[config.mk]
export PLATFORM = sky130hd
export DESIGN_NAME = usb_tx_serializer_flat
export DESIGN_NICKNAME = d
export VERILOG_FILES = /design/src/rtl/usb_tx_serializer_if.sv /design/src/rtl/usb_tx_serializer.sv /design/src/flat_wrapper.sv
export SDC_FILE = /design/constraint.sdc
export NUM_CORES = 1
export LEC_CHECK = 0
export BUFFER_PORTS_ARGS = -buffer_cell sky130_fd_sc_hd__buf_2
export CORE_UTILIZATION = 51
export DETAILED_ROUTE_END_ITERATION = 6
export PLACE_DENSITY = 0.74
export SKIP_LAST_GASP = 1
export SYNTH_ARGS = -nofsm -noshare
export SYNTH_HDL_FRONTEND = slang
export SYNTH_SLANG_ARGS = --single-unit
[constraint.sdc]
create_clock -name clk -period 1.8 [get_ports clk]
set_clock_uncertainty 0.1 [all_clocks]
set_input_delay 0.27 -clock clk [delete_from_list [all_inputs] [get_ports clk]]
set_output_delay 0.27 -clock clk [all_outputs]
set_load 0.005 [all_outputs]
[src/rtl/usb_tx_serializer_if.sv]
// rtl/usb_tx_serializer_if.sv - byte handshake between packet layer and USB TX bit engine
//
// Purpose: carries packet bytes from the packet/PID layer into the serializer.
// Signals:
//   tx_valid  packet layer -> serializer : byte available, held for the whole packet
//   tx_data   packet layer -> serializer : byte to send, LSB first
//   tx_ready  serializer -> packet layer : byte consumed on this clk edge
// Modports: master = packet layer side, slave = serializer side.

interface usb_tx_serializer_if;
  logic       tx_valid;
  logic [7:0] tx_data;
  logic       tx_ready;

  modport master (output tx_valid, output tx_data, input tx_ready);
  modport slave  (input tx_valid, input tx_data, output tx_ready);
endinterface

[src/rtl/usb_tx_serializer.sv]
// rtl/usb_tx_serializer.sv - USB full/low-speed transmit bit engine (SYNC, stuffing, NRZI, EOP)
//
// Purpose: takes packet bytes, prepends SYNC, bit-stuffs, NRZI-encodes and
// drives the D+/D- pair, then closes the packet with SE0 SE0 J.
// Ports:
//   clk, rst  system clock, synchronous active-high reset
//   clken     one-clk strobe at the bit rate; state only moves when high
//   tx        byte handshake (slave side of usb_tx_serializer_if)
//   dp, dn    registered line drive
//   oe        registered pad output enable
//   busy      registered, high from packet start through the final J bit

module usb_tx_serializer #(
  parameter bit LOW_SPEED = 1'b0
) (
  input  logic                clk,
  input  logic                rst,
  input  logic                clken,
  usb_tx_serializer_if.slave  tx,
  output logic                dp,
  output logic                dn,
  output logic                oe,
  output logic                busy
);

  localparam logic       J_DP = ~LOW_SPEED;
  localparam logic       J_DN = LOW_SPEED;
  localparam logic [7:0] SYNC_PATTERN = 8'h80;

  typedef enum logic [2:0] {
    ST_IDLE,
    ST_SYNC,
    ST_DATA,
    ST_EOP_SE0_1,
    ST_EOP_SE0_2,
    ST_EOP_J
  } state_e;

  state_e     state_q, state_d;
  logic [7:0] shift_q, shift_d;
  logic [3:0] bit_cnt_q, bit_cnt_d;   // bits of the current byte already on the line
  logic [2:0] ones_q, ones_d;         // consecutive ones emitted
  logic       dp_q, dp_d;
  logic       dn_q, dn_d;
  logic       oe_q, oe_d;
  logic       busy_q, busy_d;

  logic       do_emit;
  logic       tx_bit;
  logic       ready;

  always_comb begin
    state_d   = state_q;
    shift_d   = shift_q;
    bit_cnt_d = bit_cnt_q;
    ones_d    = ones_q;
    dp_d      = dp_q;
    dn_d      = dn_q;
    oe_d      = oe_q;
    busy_d    = busy_q;
    do_emit   = 1'b0;
    tx_bit    = 1'b0;
    ready     = 1'b0;

    if (clken) begin
      case (state_q)
        ST_IDLE: begin
          if (tx.tx_valid) begin
            // First SYNC bit goes out on the same edge that samples tx_valid.
            state_d   = ST_SYNC;
            shift_d   = {1'b0, SYNC_PATTERN[7:1]};
            bit_cnt_d = 4'd1;
            tx_bit    = SYNC_PATTERN[0];
            do_emit   = 1'b1;
            oe_d      = 1'b1;
            busy_d    = 1'b1;
          end
        end

        ST_SYNC, ST_DATA: begin
          if (ones_q == 3'd6) begin
            // Stuff bit: a forced 0, so toggle the line and restart the run.
            dp_d   = dn_q;
            dn_d   = dp_q;
            ones_d = 3'd0;
          end else if (bit_cnt_q == 4'd8) begin
            if (tx.tx_valid) begin
              ready     = 1'b1;
              state_d   = ST_DATA;
              shift_d   = {1'b0, tx.tx_data[7:1]};
              bit_cnt_d = 4'd1;
              tx_bit    = tx.tx_data[0];
              do_emit   = 1'b1;
            end else begin
              state_d = ST_EOP_SE0_1;
              dp_d    = 1'b0;
              dn_d    = 1'b0;
            end
          end else begin
            shift_d   = {1'b0, shift_q[7:1]};
            bit_cnt_d = bit_cnt_q + 4'd1;
            tx_bit    = shift_q[0];
            do_emit   = 1'b1;
          end
        end

        ST_EOP_SE0_1: begin
          state_d = ST_EOP_SE0_2;
        end

        ST_EOP_SE0_2: begin
          state_d = ST_EOP_J;
          dp_d    = J_DP;
          dn_d    = J_DN;
        end

        ST_EOP_J: begin
          state_d   = ST_IDLE;
          oe_d      = 1'b0;
          busy_d    = 1'b0;
          shift_d   = 8'h00;
          bit_cnt_d = 4'd0;
          ones_d    = 3'd0;
        end

        default: begin
          state_d = ST_IDLE;
        end
      endcase

      // NRZI: a 0 toggles J<->K, a 1 holds the line.
      if (do_emit) begin
        if (tx_bit) begin
          ones_d = ones_q + 3'd1;
        end else begin
          dp_d   = dn_q;
          dn_d   = dp_q;
          ones_d = 3'd0;
        end
      end
    end
  end

  always_ff @(posedge clk) begin
    if (rst) begin
      state_q   <= ST_IDLE;
      shift_q   <= 8'h00;
      bit_cnt_q <= 4'd0;
      ones_q    <= 3'd0;
      dp_q      <= J_DP;
      dn_q      <= J_DN;
      oe_q      <= 1'b0;
      busy_q    <= 1'b0;
    end else begin
      state_q   <= state_d;
      shift_q   <= shift_d;
      bit_cnt_q <= bit_cnt_d;
      ones_q    <= ones_d;
      dp_q      <= dp_d;
      dn_q      <= dn_d;
      oe_q      <= oe_d;
      busy_q    <= busy_d;
    end
  end

  assign tx.tx_ready = ready & ~rst;
  assign dp          = dp_q;
  assign dn          = dn_q;
  assign oe          = oe_q;
  assign busy        = busy_q;

endmodule

[src/flat_wrapper.sv]
// flat-port wrapper written by rule: the top's interface ports become plain ports
module usb_tx_serializer_flat 
#(
  parameter bit LOW_SPEED = 1'b0
)
  (clk, rst, clken, dp, dn, oe, busy, tx_tx_valid, tx_tx_data, tx_tx_ready);
  usb_tx_serializer_if tx_i ();
  input  logic clk;
  input  logic rst;
  input  logic clken;
  output logic dp;
  output logic dn;
  output logic oe;
  output logic busy;
  input wire logic [$bits(tx_i.tx_valid)-1:0] tx_tx_valid;
  input wire logic [$bits(tx_i.tx_data)-1:0] tx_tx_data;
  output wire logic [$bits(tx_i.tx_ready)-1:0] tx_tx_ready;
  assign tx_i.tx_valid = tx_tx_valid;
  assign tx_i.tx_data = tx_tx_data;
  assign tx_tx_ready = tx_i.tx_ready;
  usb_tx_serializer #(.LOW_SPEED(LOW_SPEED)) u_core (.clk(clk), .rst(rst), .clken(clken), .tx(tx_i), .dp(dp), .dn(dn), .oe(oe), .busy(busy));
endmodule
* Word-level counts from Yosys, hierarchy flattened
Index checks and enable logic that the tools add are counted.
** Cells by class
- Add/sub/neg operators :: 2
- Shifts and indexed selects :: 0
- Divide/modulo/power cells :: 0
- Multiply operators :: 0
- Magnitude comparators :: 0
- Eq/ne operators :: 12
- Reductions and logical operators :: 10
- Bitwise operators :: 2
- Multiplexer cells :: 46
** Operators by type and width (count)
- 8-bit two-way mux :: 4
- 1-bit two-way mux :: 25
- 8-bit one-hot mux with 3 select lines :: 1
- 3-bit two-way mux :: 6
- 4-bit two-way mux :: 3
- 3-bit one-hot mux with 4 select lines :: 1
- 4-bit one-hot mux with 3 select lines :: 1
- 3-bit == test (second input constant) :: 3
- 3-bit AND reduction :: 3
- 1-bit one-hot mux with 2 select lines :: 4
- 3-bit by 2-bit == test with 1-bit output (second input constant) :: 2
- 3-bit one-hot mux with 2 select lines :: 1
- 3-bit nonzero test :: 2
- 5-bit AND reduction :: 1
- 4-bit by 1-bit adder with 4-bit output (second input constant) :: 1
- 4-bit == test (second input constant) :: 1
- 2-bit inequality test (second input constant) :: 2
- 4-bit AND reduction :: 1
- 3-bit by 1-bit adder with 3-bit output (second input constant) :: 1
- 3-bit by 1-bit == test with 1-bit output (second input constant) :: 1
- 3-bit zero test :: 1
- 3-bit by 1-bit inequality test with 1-bit output (second input constant) :: 1
- 3-bit inequality test (second input constant) :: 1
- 2-bit by 1-bit inequality test with 1-bit output (second input constant) :: 1
- other kinds (4) :: 4
** Storage, ports and cells
- Latch bits :: 0
- Bits in writable memories :: 0
- Logic and storage cells :: 79
- Memories :: 0
- Register bits :: 21
- Bits of input ports :: 12
- Bits in read-only memories :: 0

* Logic depth before layout (Yosys ltp)
Gate-level depths: netlist of the first run.
- Depth after elaboration :: 7
- Gate-level depth with buffers :: 8
- Gate-level depth less buffers :: 7

* Worst setup path after synthesis of the first run
Ideal clock, no wire load.
- Path type :: register to register
- From :: register u_core.bit_cnt_q[0]
- To :: register u_core.dn_q (netlist: u_core.dn)
- Data arrival time :: 1.698 ns
- Setup slack :: -0.140 ns
- Stages on the path, launching flop included :: 9
- Library setup time :: 0.142 ns
- Period minus slack after synthesis :: 1.940 ns
- Path buffers :: 1
- Cell sequence :: dfxtp_1 > inv_1 > ha_1 > and3b_1 > buf_4 > mux2i_1 > or4_1 > nand4b_1 > o311ai_0
** Between the ends
- Cells in the longest elaborated chain, start to end :: 7
- Elaborated cells on any way between the ends :: 14
- Those cells by class :: 1 x eq/ne; 13 x mux
** RTL lines
- from (decl) :: line usb_tx_serializer.sv:41 : logic [3:0] bit_cnt_q, bit_cnt_d;
- from (signal assigned) :: line usb_tx_serializer.sv:157 : bit_cnt_q <= bit_cnt_d;
- 4-bit == test (*) :: line usb_tx_serializer.sv:86 : end else if (bit_cnt_q == 4'd8) begin
- 1-bit two-way mux :: line usb_tx_serializer.sv:86
- 1-bit two-way mux :: line usb_tx_serializer.sv:81 : if (ones_q == 3'd6) begin
- 1-bit two-way mux
- 1-bit two-way mux :: line usb_tx_serializer.sv:65 : if (clken) begin
- 1-bit two-way mux :: line usb_tx_serializer.sv:133 : if (tx_bit) begin
- 1-bit two-way mux (*) :: line usb_tx_serializer.sv:132 : if (do_emit) begin
- to (signal assigned) :: line usb_tx_serializer.sv:160 : dn_q <= dn_d;
- to (decl) :: line usb_tx_serializer.sv:44 : logic dn_q, dn_d;
Mark *: on every way between the ends. The rest lies on a longest branch, timed or not. The select of a mux whose other input is x is not followed.
A chain may end at the register's enable or synchronous reset.

* Final worst setup path of the first run
- From :: register u_core.state_q[0]
- To :: register u_core.shift_q[2]
** Between the ends
- Cells in the longest elaborated chain, start to end :: 4
- Elaborated cells on any way between the ends :: 11
- Those cells by class :: 6 x eq/ne; 1 x mux; 4 x reduce/logical
** RTL lines
- from (decl) :: line usb_tx_serializer.sv:39 : state_e state_q, state_d;
- from (signal assigned) :: line usb_tx_serializer.sv:155 : state_q <= state_d;
- 3-bit by 1-bit == test with 1-bit output / 3-bit by 2-bit == test with 1-bit output (equally long branches) :: line usb_tx_serializer.sv:66 : case (state_q)
- 2-bit OR reduction :: line usb_tx_serializer.sv:66
- 3-bit inequality test (no source line), or another cell as far along
- 5-bit AND reduction (no source line)
- to (signal assigned) :: line usb_tx_serializer.sv:156 : shift_q <= shift_d;
- to (decl) :: line usb_tx_serializer.sv:40 : logic [7:0] shift_q, shift_d;
Parallel ways exist; a longest one is shown, timed or not.

==> key figures, run 1 <==
Worst setup path
  – Required time worst endpoint: 1.94 ns
  – Startpoint Class: flip-flop
  – Critical Path End Type: flip-flop
  – CP Class: flip-flop to flip-flop
  – Worst Path Max Fanout: 13
  – Arr. time, crit path: 2.04 ns

Synthesis
  – Post-synthesis cell area: 1360 sq um
  – Synth Area in Compound Gates: 0.261
  – YS warnings: 0
  – EDFF count, synth: 0
  – Post-Synth XOR/XNOR Area: 0.0129
  – Post-Syn Instances: 168
  – Adder-cell share of the synthesized area: 0.0368
  – Synth unique cells: 55
  – Post-synthesis simple-gate area fraction: 0.270
  – Synth Area per Inst: 8.09 sq um
  – Syn Nets: 184
  – Synth Register Bits: 20
  – Top FF cell, synth: dfxtp_1
  – Largest family of logic cells by synthesized area: simple AND/OR/NAND/NOR gates
  – Multiplexer share of the synthesized area: 0.0516
  – Asr flop ratio synth: 0
  – Sequential area share after synthesis: 0.295

Place
  – Post-place setup slack: -0.0866 ns
  – Placed inst area: 1620 sq um
  – Hpwl dp: 2.59 mm
  – Placed cell count: 227
  – Port Buffers: 16
  – RePlAce Congestion: 0.939

Clocking
  – CTS Buf Count: 3
  – Maximum clock insertion buffer count: 2
  – Clk sinks: 20
  – Clk_lat worst skew: 0.32 ns
  – Hold_buf cts: 0
  – CTS clk-pin slew, worst paths: 0.13 ns
  – H-tree Lvls: 1
  – Clock root buffer master: clkbuf_4
  – CTS tree: built

Route
  – DRC viols: 0
  – Post-DRT Antenna Nets: 0
  – Drt pass-1 iters: 4
  – Wire length per cell: 17.9 microns
  – Vias: 1548
  – Routed vias/inst: 6.37
  – Iteration-0 DRC Markers: 87
  – Final wirelength: 4.36 mm

Die
  – Initial Utilization: 0.544
  – Die Width: 53.6 microns
  – Die area: 2870 sq um
  – I/O pin total: 17
  – # rows: 18
  – Die Span Y: 53.6 microns
  – Core area: 2500 sq um

STA
  – Final setup violation count: 10
  – Highest Clock Rate: 525 MHz
  – Tcrit/Tclk final: 1.06
  – Hold_ws: 0.173 ns
  – Worst slew pin tran: 0.525 ns
  – PnR worst setup slack: -0.104 ns
  – Setup TNS: -0.594 ns
  – Period minus WS final: 1.90 ns
  – Slew Limit Fails: 0
  – Worst relative slew slack: 0.645
  – Final hold vios: 0
  – RSZ-0062 raised after global routing: true

Global route
  – GRT Overall Usage: 0.292
  – Gr ovfl total: 0
  – Largest net degree at the start of global routing: 19
  – Initial antenna violation count: 0
  – First-pass GRT wire length: 5.97 mm
  – Vias in the first global route: 1312

Run
  – MaxCap Viol Count: 0

Finish
  – ANT cells: 0
  – Layout cells sized above 1: 0.437
  – Commonest non-fill, non-tap cell in the layout: buf_4
  – Finished Core Util: 0.778
  – Area Growth Syn to Fin: 43.2%
  – Most frequent cells in the layout: 34 x buf_4, 16 x buf_2, 14 x dfxtp_1
  – Fin cells: 243
  – Fin nets: 230
  – Fin area: 1950 sq um

Pwr
  – Static leakage: 0.766 nW
  – PwrDens: 568 nW/um^2
  – VDD IR max: 0.000523 V
  – Total power: 1.11 mW

Outcome
  – Failing checks: negative setup slack
  – Status: complete, but fails checks

Min path
  – Min-Delay Path Class: input port to flip-flop
-- worst max-delay path, stage by stage (launching register included) --
cell and delay, ns:
dfxtp_4 0.38, buf_4 0.17, or3b_4 0.41, a211oi_4 0.26, o21ai_2 0.08, buf_6 0.15
o31ai_2 0.27
-- final timing paths --
kind	start	endpoint	slack [ns]	cells past startpoint
worst max register to register	u_core.state_q[0]	u_core.shift_q[2]	-0.10	6
worst min register to register	u_core.shift_q[6]	u_core.shift_q[6]	0.37	2
worst max-delay path	u_core.state_q[0]	u_core.shift_q[2]	-0.10	6
worst min-delay path	tx_tx_data[5]	u_core.shift_q[4]	0.17	3
-- cells in the mapped netlist, types with 2 or more instances --
cell type   n  area share
a31oi_1     2      0.0092
o31ai_1     7       0.039
nand2b_1    3       0.014
a21oi_1    13       0.048
and2_1      2      0.0092
inv_1       7       0.019
nor2_1     13       0.036
clkbuf_1    8       0.022
dfxtp_1    20        0.29
nand4b_1    2       0.013
o32ai_1     2       0.013
ha_1        4       0.037
nor3_1      4       0.015
o211ai_1    2       0.011
nand3_1     5       0.018
buf_2       2      0.0074
or3_1       3       0.014
nor2b_1     4       0.018
o21ai_0     5       0.018
nand2_1     9       0.025
mux2i_1     7       0.052
nand3b_1    8       0.044
buf_4       3       0.017
nor4_1      2      0.0092
-- state kept, by name, indices dropped and copies added, names as in the netlist --
register / count
u_core.shift_q: 7
u_core.bit_cnt_q: 4
u_core.ones_q: 3
u_core.state_q: 3
u_core.dn: 1
u_core.dp: 1
u_core.oe: 1
-- final cells by class --
cell class,instances,area [sq um]
repair buffers,55,395
clock inverters,1,30.0
fillers,172,554
clock buffers,3,22.5
multi-input cells,127,1020
inverters,7,26.3
flip-flops and latches,20,413
well taps,30,37.5
-- per-layer routing --
metal | up-vias | GRT usage | wire length (microns)
met5 | - | 0 | 0
met4 | 0 | 0.140 | 198
met3 | 21 | 0.0424 | 267
met2 | 79 | 0.485 | 2120
met1 | 732 | 0.368 | 1770
li1 | 716 | - | -
-- power breakdown --
part	internal, mW	switching [mW]
Clock	0.225	0.167
Combinational	0.117	0.129
Sequential	0.456	0.0111
Total	0.798	0.307
-- timing repair --
item / CTS / global route
setup endpoints to repair: 14 / 15
gates resized for setup: 14 / 29
buffers inserted: 4 / 8
cloned: 0 / 0
pin swaps: 4 / 9
-- kinds of logic (layout without fill, tap and decap cells) --
logic type	Yosys count	in the layout
simple gates	64	64
compound gates	50	50
buf+inv	21	66
flops	20	20
mux	7	7
fa+ha+maj	4	4
xor+xnor	2	2
Note: power is estimated with default switching activity, not from simulation.
==> run 2, diff against run 1 <==
--- a/config.mk
+++ b/config.mk
@@ -6,9 +6,9 @@
 export NUM_CORES = 1
 export LEC_CHECK = 0
 export BUFFER_PORTS_ARGS = -buffer_cell sky130_fd_sc_hd__buf_2
-export CORE_UTILIZATION = 51
+export CORE_UTILIZATION = 61
 export DETAILED_ROUTE_END_ITERATION = 6
-export PLACE_DENSITY = 0.74
+export PLACE_DENSITY = 0.83
 export SKIP_LAST_GASP = 1
 export SYNTH_ARGS = -nofsm -noshare
 export SYNTH_HDL_FRONTEND = slang
==> constraint.sdc (replaced) <==
create_clock -name clk -period 2.3 [get_ports clk]
set_clock_uncertainty 0.1 [all_clocks]
set_input_delay 0.345 -clock clk [delete_from_list [all_inputs] [get_ports clk]]
set_output_delay 0.345 -clock clk [all_outputs]
set_load 0.005 [all_outputs]
==> key figures, run 2 (synthesis gave the netlist of run 1 again) <==
Worst setup path
  – Family with the most delay on the worst path: simple AND/OR/NAND/NOR gates (was compound AO/OA/AOI/OAI gates)
  – Critical Path End Type: output pin (was flip-flop)
  – Arr. time, crit path: 1.69 ns (was 2.04 ns)
  – Crit path cell chain: nor2b_1, nand3_1, nor4_1, buf_2 (was buf_4, or3b_4, a211oi_4, o21ai_2, buf_6, o31ai_2)
  – Startpoint Class: flip-flop (unchanged)
  – CP peak stage delay: 0.43 ns (was 0.41 ns)
  – WP buf/inv: 1 (was 2)
  – Worst r2r src: u_core.bit_cnt_q[0] (was u_core.state_q[0])
  – Required time worst endpoint: 1.86 ns (was 1.94 ns)
  – Critical-path top delay cell: dfxtp_1 (was or3b_4)
  – Critical Path Start: u_core.state_q[2] (was u_core.state_q[0])
  – CP Class: flip-flop to output pin (was flip-flop to flip-flop)
  – Worst Path Max Fanout: 10 (was 13)

STA
  – Worst slew pin tran: 0.536 ns (was 0.525 ns)
  – Hold_ws: 0.260 ns (was 0.173 ns)
  – Highest Clock Rate: 469 MHz
  – Tcrit/Tclk final: 0.927
  – Setup TNS: 0 ns (was -0.594 ns)
  – PnR worst setup slack: 0.168 ns (was -0.104 ns)
  – Slew Limit Fails: 0 (unchanged)
  – Period minus WS final: 2.13 ns
  – Worst relative slew slack: 0.638 (was 0.645)
  – RSZ-0062 raised after global routing: false (was true)
  – Final hold vios: 0 (unchanged)
  – Final setup violation count: 0 (was 10)

Finish
  – Largest regs: u_core.shift_q: 7 flops, u_core.bit_cnt_q: 4 flops (unchanged)
  – Finished Core Util: 0.736 (was 0.778)
  – Fillers: 154 (was 172)
  – Layout cells sized above 1: 0.174 (was 0.437)
  – Fin area: 1490 sq um (was 1950 sq um)
  – ANT cells: 0 (unchanged)
  – Fin cells: 205 (was 243)
  – Max FFs per register: 7 (unchanged)
  – Most frequent cells in the layout: 19 x dfxtp_1, 16 x buf_2, 13 x a21oi_1, 13 x nor2_1 (was 34 x buf_4, 16 x buf_2, 14 x dfxtp_1)
  – Top reg by flops: u_core.shift_q (unchanged)
  – Commonest non-fill, non-tap cell in the layout: dfxtp_1 (was buf_4)
  – Fin nets: 195 (was 230)
  – Area Growth Syn to Fin: 9.48% (was 43.2%)

Route
  – Wire length per cell: 15.6 microns (was 17.9 microns)
  – Routed vias/inst: 6.66 (was 6.37)
  – Final wirelength: 3.19 mm (was 4.36 mm)
  – Post-DRT Antenna Nets: 0 (unchanged)
  – DRC viols: 0 (unchanged)
  – Vias: 1366 (was 1548)
  – Drt pass-1 iters: 5 (was 4)
  – Iteration-0 DRC Markers: 78 (was 87)

Clocking
  – Maximum clock insertion buffer count: 2 (unchanged)
  – CTS Buf Count: 3 (unchanged)
  – CTS tree: built (unchanged)
  – H-tree Lvls: 1 (unchanged)
  – CTS clk-pin slew, worst paths: 0.12 ns (was 0.13 ns)
  – Post-CTS setup buffers: 0 (was 4)
  – Clk sinks: 20 (unchanged)
  – Clock root buffer master: clkbuf_4 (unchanged)
  – Clk_lat worst skew: 0.31 ns (was 0.32 ns)

Place
  – Placed cell count: 201 (was 227)
  – RePlAce Congestion: 0.937 (was 0.939)
  – Placed inst area: 1430 sq um (was 1620 sq um)
  – Post-place setup slack: 0.311 ns (was -0.0866 ns)
  – Hpwl dp: 2.24 mm (was 2.59 mm)
  – Port Buffers: 16 (unchanged)

Die
  – Die area: 2420 sq um (was 2870 sq um)
  – I/O pin total: 17 (unchanged)
  – # rows: 16 (was 18)
  – Initial Utilization: 0.672 (was 0.544)
  – Die Width: 49.2 microns (was 53.6 microns)
  – Die Span Y: 49.2 microns (was 53.6 microns)
  – Core area: 2020 sq um (was 2500 sq um)

Global route
  – Gr ovfl total: 0 (unchanged)
  – First-pass GRT wire length: 5.49 mm (was 5.97 mm)
  – Initial antenna violation count: 0 (unchanged)
  – Vias in the first global route: 1284 (was 1312)
  – GRT Overall Usage: 0.286 (was 0.292)
  – Largest net degree at the start of global routing: 29 (was 19)

Pwr
  – PwrDens: 526 nW/um^2 (was 568 nW/um^2)
  – Static leakage: 0.542 nW (was 0.766 nW)
  – VDD IR max: 0.000437 V (was 0.000523 V)
  – Total power: 0.782 mW (was 1.11 mW)

Min path
  – Min-Delay Startpoint: tx_tx_data[1] (was tx_tx_data[5])
  – Min-Delay Path Class: input port to flip-flop (unchanged)

Outcome
  – Status: finished, final reports clean (was complete, but fails checks)

Run
  – MaxCap Viol Count: 0 (unchanged)
## run 2: changes by cell type in the layout (fill, tap and decap cells not counted), moves of 3 or more
cell | previous run | this run
nor2_2 | 3 | 0
dfxtp_1 | 14 | 19
buf_6 | 4 | 0
buf_4 | 34 | 4
inv_2 | 3 | 0
dfxtp_2 | 4 | 0
nor2_1 | 10 | 13
inv_1 | 4 | 7
## run 2: worst paths after layout
kind	to	slack [ns]	cells past startpoint
min	u_core.shift_q[0]	0.26	3
max reg2reg	u_core.dn	0.27	7
min reg2reg	u_core.shift_q[6]	0.38	2
max	tx_tx_ready	0.17	4
## run 2: repair_timing
| item | in CTS | in global routing |
|---|---|---|
| resized for setup | 0 | 3 |
| hold buffers | 0 | 0 |
| setup endpoints to repair | 0 | 1 |
## run 2: worst register-to-register path: stages, from the launching register on
cell and delay (ns):
dfxtp_1 0.42, inv_1 0.08, ha_1 0.24, and3b_1 0.20, mux2i_1 0.15, or4_1 0.46
nand4b_1 0.12, o311ai_0 0.13
## run 2: final cells by class
cell class                 count  area (sq um)  share of cell area
multi-input combinational    127           861               0.579
sequential                    20           404               0.272
timing repair buffer          20           110              0.0740
tap                           27          33.8              0.0227
clock inverter                 1          30.0              0.0202
inverter                       7          26.3              0.0177
clock buffer                   3          22.5              0.0151
## run 2: power breakdown
part	switching (mW)	total [mW]	internal [mW]
Combinational	0.0704	0.121	0.0503
Clock	0.113	0.289	0.176
Sequential	0.0145	0.372	0.357
Total	0.198	0.782	0.584
## run 2: routing by layer
| layer | vias to the layer above | part of all wire | GRT usage |
|---|---|---|---|
| met3 | 9 | 0.071 | 0.0312 |
| met4 | 0 | 0.013 | 0.113 |
| li1 | 653 | - | - |
| met2 | 72 | 0.47 | 0.495 |
| met5 | - | 0 | 0 |
| met1 | 632 | 0.44 | 0.358 |
